<file path="src/rtl/alu_pipe_if.sv">
`default_nettype none
// ============================================================================
//  Module   : alu_pipe_if
//  Purpose  : Command/result bus of the pipelined ALU. The command side
//             carries opcode and operands with a valid/ready handshake, the
//             result side carries result, flags and error with its own
//             valid/ready handshake.
//  Revision : 1.0 - initial release
// ============================================================================
interface alu_pipe_if #(
    parameter int NB_DATA = 8,
    parameter int NB_OP   = 6
);
    // command side
    logic               i_valid;
    logic               o_ready;
    logic [NB_OP-1:0]   i_opcode;
    logic [NB_DATA-1:0] i_ope1;
    logic [NB_DATA-1:0] i_ope2;
    // result side
    logic               o_valid;
    logic               i_ready;
    logic [NB_DATA-1:0] o_result;
    logic [3:0]         o_flags;
    logic               o_err;

    // ALU side of the bus
    modport slave (
        input  i_valid, i_opcode, i_ope1, i_ope2, i_ready,
        output o_ready, o_valid, o_result, o_flags, o_err
    );

    // command source / result sink side of the bus
    modport master (
        output i_valid, i_opcode, i_ope1, i_ope2, i_ready,
        input  o_ready, o_valid, o_result, o_flags, o_err
    );
endinterface
`default_nettype wire

</file>
<file path="src/rtl/alu_pipe.sv">
`default_nettype none
// ============================================================================
//  Module   : alu_pipe
//  Purpose  : Two-stage pipelined ALU. Stage 1 registers the accepted
//             command, stage 2 registers result, {Z,N,C,V} flags and the
//             illegal-opcode error. A single advance enable moves both stages
//             whenever the output register is empty or being drained.
//  Revision : 1.0 - initial release
// ============================================================================
module alu_pipe #(
    parameter int NB_DATA = 8,
    parameter int NB_OP   = 6
) (
    input  wire logic   i_clk,
    input  wire logic   i_rst_n,
    alu_pipe_if.slave   bus
);

    localparam logic [NB_OP-1:0] c_op_add = NB_OP'(6'b100000);
    localparam logic [NB_OP-1:0] c_op_sub = NB_OP'(6'b100010);
    localparam logic [NB_OP-1:0] c_op_and = NB_OP'(6'b100100);
    localparam logic [NB_OP-1:0] c_op_or  = NB_OP'(6'b100101);
    localparam logic [NB_OP-1:0] c_op_xor = NB_OP'(6'b100110);
    localparam logic [NB_OP-1:0] c_op_sra = NB_OP'(6'b000011);
    localparam logic [NB_OP-1:0] c_op_srl = NB_OP'(6'b000010);
    localparam logic [NB_OP-1:0] c_op_nor = NB_OP'(6'b100111);

    // shift amounts at or above the width saturate
    localparam logic [NB_DATA-1:0] c_nb_data = NB_DATA'(NB_DATA);

    // stage 1: captured command
    logic               s1_valid_q, s1_valid_d;
    logic [NB_OP-1:0]   s1_op_q,    s1_op_d;
    logic [NB_DATA-1:0] s1_a_q,     s1_a_d;
    logic [NB_DATA-1:0] s1_b_q,     s1_b_d;

    // stage 2: registered result beat
    logic               o_valid_q,  o_valid_d;
    logic [NB_DATA-1:0] result_q,   result_d;
    logic [3:0]         flags_q,    flags_d;
    logic               err_q,      err_d;

    // combinational ALU outputs
    logic [NB_DATA-1:0] w_res;
    logic [NB_DATA:0]   w_sum;
    logic               w_c;
    logic               w_v;
    logic               w_err;
    logic [3:0]         w_flags;

    logic               w_en;

    // whole pipe moves when the output slot is free or being taken
    assign w_en = !o_valid_q || bus.i_ready;

    // stage 1 next state: load on accept, empty when nothing offered
    always_comb begin
        s1_valid_d = s1_valid_q;
        s1_op_d    = s1_op_q;
        s1_a_d     = s1_a_q;
        s1_b_d     = s1_b_q;
        if (w_en) begin
            s1_valid_d = bus.i_valid;
            if (bus.i_valid) begin
                s1_op_d = bus.i_opcode;
                s1_a_d  = bus.i_ope1;
                s1_b_d  = bus.i_ope2;
            end
        end
    end

    // ALU datapath on the stage-1 registers
    always_comb begin
        w_res = '0;
        w_sum = '0;
        w_c   = 1'b0;
        w_v   = 1'b0;
        w_err = 1'b0;
        case (s1_op_q)
            c_op_add: begin
                w_sum = {1'b0, s1_a_q} + {1'b0, s1_b_q};
                w_res = w_sum[NB_DATA-1:0];
                w_c   = w_sum[NB_DATA];
                w_v   = (s1_a_q[NB_DATA-1] == s1_b_q[NB_DATA-1]) &&
                        (w_res[NB_DATA-1] != s1_a_q[NB_DATA-1]);
            end
            c_op_sub: begin
                // the extra bit of the widened difference is the borrow
                w_sum = {1'b0, s1_a_q} - {1'b0, s1_b_q};
                w_res = w_sum[NB_DATA-1:0];
                w_c   = w_sum[NB_DATA];
                w_v   = (s1_a_q[NB_DATA-1] != s1_b_q[NB_DATA-1]) &&
                        (w_res[NB_DATA-1] != s1_a_q[NB_DATA-1]);
            end
            c_op_and: w_res = s1_a_q & s1_b_q;
            c_op_or:  w_res = s1_a_q | s1_b_q;
            c_op_xor: w_res = s1_a_q ^ s1_b_q;
            c_op_nor: w_res = ~(s1_a_q | s1_b_q);
            c_op_srl: begin
                if (s1_b_q >= c_nb_data) w_res = '0;
                else                     w_res = s1_a_q >> s1_b_q;
            end
            c_op_sra: begin
                if (s1_b_q >= c_nb_data) w_res = {NB_DATA{s1_a_q[NB_DATA-1]}};
                else                     w_res = NB_DATA'($signed(s1_a_q) >>> s1_b_q);
            end
            default: w_err = 1'b1;
        endcase
        // illegal beats report result 0 with all flags clear
        if (w_err) w_flags = 4'b0000;
        else       w_flags = {(w_res == '0), w_res[NB_DATA-1], w_c, w_v};
    end

    // stage 2 next state: payload only refreshed by a real command
    always_comb begin
        o_valid_d = o_valid_q;
        result_d  = result_q;
        flags_d   = flags_q;
        err_d     = err_q;
        if (w_en) begin
            o_valid_d = s1_valid_q;
            if (s1_valid_q) begin
                result_d = w_res;
                flags_d  = w_flags;
                err_d    = w_err;
            end
        end
    end

    // pipeline registers, cleared asynchronously
    always_ff @(posedge i_clk or negedge i_rst_n) begin
        if (!i_rst_n) begin
            s1_valid_q <= 1'b0;
            s1_op_q    <= '0;
            s1_a_q     <= '0;
            s1_b_q     <= '0;
            o_valid_q  <= 1'b0;
            result_q   <= '0;
            flags_q    <= '0;
            err_q      <= 1'b0;
        end else begin
            s1_valid_q <= s1_valid_d;
            s1_op_q    <= s1_op_d;
            s1_a_q     <= s1_a_d;
            s1_b_q     <= s1_b_d;
            o_valid_q  <= o_valid_d;
            result_q   <= result_d;
            flags_q    <= flags_d;
            err_q      <= err_d;
        end
    end

    assign bus.o_ready  = w_en;
    assign bus.o_valid  = o_valid_q;
    assign bus.o_result = result_q;
    assign bus.o_flags  = flags_q;
    assign bus.o_err    = err_q;

endmodule
`default_nettype wire
</file>
<file path="src/flat_wrapper.sv">
// flat-port wrapper written by rule: the top's interface ports become plain ports
module alu_pipe_flat 
#(
    parameter int NB_DATA = 8,
    parameter int NB_OP   = 6
)
  (i_clk, i_rst_n, bus_i_valid, bus_i_opcode, bus_i_ope1, bus_i_ope2, bus_i_ready, bus_o_ready, bus_o_valid, bus_o_result, bus_o_flags, bus_o_err);
  alu_pipe_if #(.NB_DATA(NB_DATA), .NB_OP(NB_OP)) bus_i ();
  input  wire logic i_clk;
  input  wire logic i_rst_n;
  input wire logic [$bits(bus_i.i_valid)-1:0] bus_i_valid;
  input wire logic [$bits(bus_i.i_opcode)-1:0] bus_i_opcode;
  input wire logic [$bits(bus_i.i_ope1)-1:0] bus_i_ope1;
  input wire logic [$bits(bus_i.i_ope2)-1:0] bus_i_ope2;
  input wire logic [$bits(bus_i.i_ready)-1:0] bus_i_ready;
  output wire logic [$bits(bus_i.o_ready)-1:0] bus_o_ready;
  output wire logic [$bits(bus_i.o_valid)-1:0] bus_o_valid;
  output wire logic [$bits(bus_i.o_result)-1:0] bus_o_result;
  output wire logic [$bits(bus_i.o_flags)-1:0] bus_o_flags;
  output wire logic [$bits(bus_i.o_err)-1:0] bus_o_err;
  assign bus_i.i_valid = bus_i_valid;
  assign bus_i.i_opcode = bus_i_opcode;
  assign bus_i.i_ope1 = bus_i_ope1;
  assign bus_i.i_ope2 = bus_i_ope2;
  assign bus_i.i_ready = bus_i_ready;
  assign bus_o_ready = bus_i.o_ready;
  assign bus_o_valid = bus_i.o_valid;
  assign bus_o_result = bus_i.o_result;
  assign bus_o_flags = bus_i.o_flags;
  assign bus_o_err = bus_i.o_err;
  alu_pipe #(.NB_DATA(NB_DATA), .NB_OP(NB_OP)) u_core (.i_clk(i_clk), .i_rst_n(i_rst_n), .bus(bus_i));
endmodule
</file>
<file path="config.mk">
export PLATFORM = sky130hd
export DESIGN_NAME = alu_pipe_flat
export DESIGN_NICKNAME = d
export VERILOG_FILES = /design/src/rtl/alu_pipe_if.sv /design/src/rtl/alu_pipe.sv /design/src/flat_wrapper.sv
export SDC_FILE = /design/constraint.sdc
export NUM_CORES = 1
export LEC_CHECK = 0
export CAP_MARGIN = 10
export CORE_MARGIN = 10
export CORE_UTILIZATION = 56
export DETAILED_ROUTE_END_ITERATION = 12
export PLACE_DENSITY = 0.82
export RECOVER_POWER = 50
export SYNTH_ARGS = -nofsm -noshare
export SYNTH_HDL_FRONTEND = slang
export SYNTH_SLANG_ARGS = --single-unit
</file>
<file path="constraint.sdc">
create_clock -name i_clk -period 3.8 [get_ports i_clk]
set_input_delay 0.76 -clock i_clk [delete_from_list [all_inputs] [get_ports i_clk]]
set_output_delay 0.76 -clock i_clk [all_outputs]
set_load 0.02 [all_outputs]
</file>
==> out/qor.csv <==
stage,metric,value,unit
placement,port bufs,40,
yosys,synth warn,0,
grt,total global-route track usage,19.66,%
sta,hold slack,0.4777,ns
placement,DPL Wire Length,6.798,mm
yosys,Unique masters post-synth,56,
routing,Routed Antenna Nets,0,
yosys,Mean Syn Cell Area,8.881,µm²
critical_path,Critical Path Start,u_core.s1_b_q[0],
critical_path,CP required,4.03,ns
sta,Final period util,89.16,%
finish,filler cell count,456,
sta,Final TNS setup,0,ns
yosys,area share of the largest cell type after synthesis,29.28,%
floorplanning,Die Footprint,9052,µm²
yosys,Post-Syn Area,3162,µm²
finish,# diodes,0,
placement,RePlAce Congestion,0.9498,
clock_network,post-CTS setup buffer count,0,
finish,"Design Area, Final",3707,µm²
sta,f_max,295.1,MHz
yosys,"top cells by area, synth","dfrtp_1, ha_1, mux2_2, a21oi_1, mux2i_1",
job,# Max-Cap Violations,1,
sta,Slew HR,-29.85,%
yosys,leading area contributor after synthesis,dfrtp_1,
sta,Final setup viols,0,
yosys,"count leader, synth",dfrtp_1,
finish,layout cell share with drive strength beyond 1,12.79,%
placement,placed inst area,3618,µm²
routing,Iter 0 DRT Violations,287,
critical_path,startpoint type of the worst setup path,register,
sta,Slew @ Worst Pin,1.948,ns
pwr,Pwr Density,440.3,nW/µm²
finish,Reg area,925.9,µm²
yosys,number of flops mapped to enable cells by yosys,0,
routing,# DRC,0,
critical_path,Setup crit end kind,register,
sta,RSZ-0062 raised after global routing,false,
critical_path,Critical Path Fanout Max,15,
floorplanning,Die W,95.14,µm
placement,Placed Instances,456,
floorplanning,Ports,41,
grt,via count of the first global-routing pass,2777,
critical_path,end of the critical path,u_core.bus.o_flags[3],
routing,final wirelength,8.839,mm
clock_network,CTS Hold Bufs,0,
grt,first-pass GRT wire length,14.12,mm
status,status,"finished, violations left",
sta,final hold viol count,0,
yosys,Post-synth ARST share,100.0,%
min_path,worst min path class,reg2reg,
sta,Period minus WS final,3.388,ns
routing,DR vias/cell,6.242,
yosys,most frequent cells after synthesis,"dfrtp_1, mux2_2, nand2_1",
critical_path,Worst Path Arrival,3.62,ns
finish,Non-Filler Instances,463,
finish,synthesis-to-finish area growth,17.25,%
yosys,"Net Count, Synth",411,
sta,clock skew,0.004145,ns
critical_path,FF-to-FF setup slack,0.41,ns
finish,Nets,446,
clock_network,H-tree depth,2,
yosys,Post-Synthesis Cells,356,
floorplanning,Starting Density,57.42,%
clock_network,post-cts repair resize count,0,
clock_network,"Clk Latency, worst-skew pair",0.29,ns
floorplanning,core area,5507,µm²
pwr,Pleak,1.695,nW
floorplanning,Die Ht,95.14,µm
status,failing checks,"max-capacitance violations, max-slew violations",
grt,total gr overflow,0,
clock_network,Worst-path clk slew,0.08,ns
clock_network,CTS tree,done,
critical_path,RR Endpoint,u_core.bus.o_flags[3],
routing,total number of vias,2890,
yosys,"FF+latch count, synth",37,
finish,multi-input logic area,2057,µm²
yosys,top_reg_cell synth,dfrtp_1,
critical_path,R2R depth,10,
floorplanning,row count,27,
clock_network,Longest Clk Path Bufs,2,
sta,fin. max-slew vios,38,
grt,largest net degree at the start of global routing,38,
critical_path,R2R Path Start,u_core.s1_b_q[0],
yosys,"Seq/Total Area, Yosys",29.28,%
grt,initial antenna violation count,0,
routing,Pre-Repair DR Iteration Count,5,
clock_network,Clock Tree Root,clkbuf_8,
critical_path,Crit Path Class,reg2reg,
clock_network,CTS Sinks,37,
routing,Routed WL per cell,19.09,µm
clock_network,cts bufs inserted,5,
pwr,maximum vdd drop,315.0,µV
[stage by stage]
stage                     worst slack, ns  total power (W)  util [%]
after floorplan                    0.4743         0.001102         -
after global placement             0.6330         0.001322     65.71
after detailed placement           0.5054         0.001342     65.71
after CTS                          0.4655         0.001632     67.35
after global routing               0.2544         0.001745     67.33
final                              0.4118         0.001632     67.33
[critical path, stage by stage, from the launching register on]
cell      delay (ns)
dfrtp_1         0.63
ha_1            0.25
inv_1           0.06
fa_1            0.40
a221oi_1        0.42
xor2_1          0.13
a311oi_1        0.36
o211ai_1        0.18
or4_1           0.56
nor3_2          0.14
a32o_2          0.19
[worst min-delay path by stage]
stage                           start                     end  cells after the start
2_1_floorplan                 i_rst_n        u_core.bus.o_err                      0
3_3_place_gp   u_core.bus.o_result[7]  u_core.bus.o_result[7]                      1
3_5_place_dp   u_core.bus.o_result[7]  u_core.bus.o_result[7]                      1
4_1_cts        u_core.bus.o_result[2]  u_core.bus.o_result[2]                      2
5_1_grt        u_core.bus.o_result[7]  u_core.bus.o_result[7]                      1
6_report       u_core.bus.o_result[2]  u_core.bus.o_result[2]                      2
[where the power goes]
group | internal, W | total, W | switching [W]
Combinational | 0.000355 | 0.000801 | 0.000446
Clock | 0.000143 | 0.000288 | 0.000144
Sequential | 0.000448 | 0.000544 | 0.0000960
[layout make-up]
type                            instances  area share [%]
Clock buffer                            6           2.227
Clock inverter                          1          0.2025
Inverter                               26           2.632
Multi-Input combinational cell        274           55.48
Sequential cell                        37           24.97
Tap cell                               72           2.430
Timing Repair Buffer                   47           12.05
[sequential cells by signal, summed over array words and instances (netlist names)]
| register | count |
|---|---|
| u_core.bus.o_err | 1 |
| u_core.bus.o_flags | 4 |
| u_core.bus.o_result | 8 |
| u_core.bus.o_valid | 1 |
| u_core.s1_a_q | 8 |
| u_core.s1_b_q | 8 |
| u_core.s1_op_q | 6 |
| u_core.s1_valid_q | 1 |
[layout by cell type, fill, tap and decap left out, drive strengths merged, types with 13 or more instances in the layout]
cell and count:
nor2 20, mux2i 13, inv 26, clkdlybuf4s50 32, o21ai 19, ha 27, mux2 29, dfrtp 37
a21oi 28, nand2 29
[per-layer routing]
layer | vias up | track usage (%) | wire length, µm
li1 | 1336 | - | -
met1 | 1396 | 25.19 | 3731
met2 | 133 | 31.65 | 4205
met4 | 0 | 6.234 | 231
met5 | - | 0 | 0
met3 | 25 | 5.027 | 671
[cell families (layout without fill, tap and decap cells)]
group / Yosys count / after routing / share of synthesized area (%)
AO/OA/AOI/OAI: 94 / 94 / 19.35
flip-flops: 37 / 37 / 29.28
multiplexers: 42 / 42 / 14.44
AND/OR/NAND/NOR: 95 / 95 / 15.43
XOR/XNOR: 14 / 14 / 3.878
adder cells (fa/ha/maj): 29 / 29 / 11.95
buffers and inverters: 45 / 80 / 5.659
Note: power is estimated with default switching activity, not from simulation.
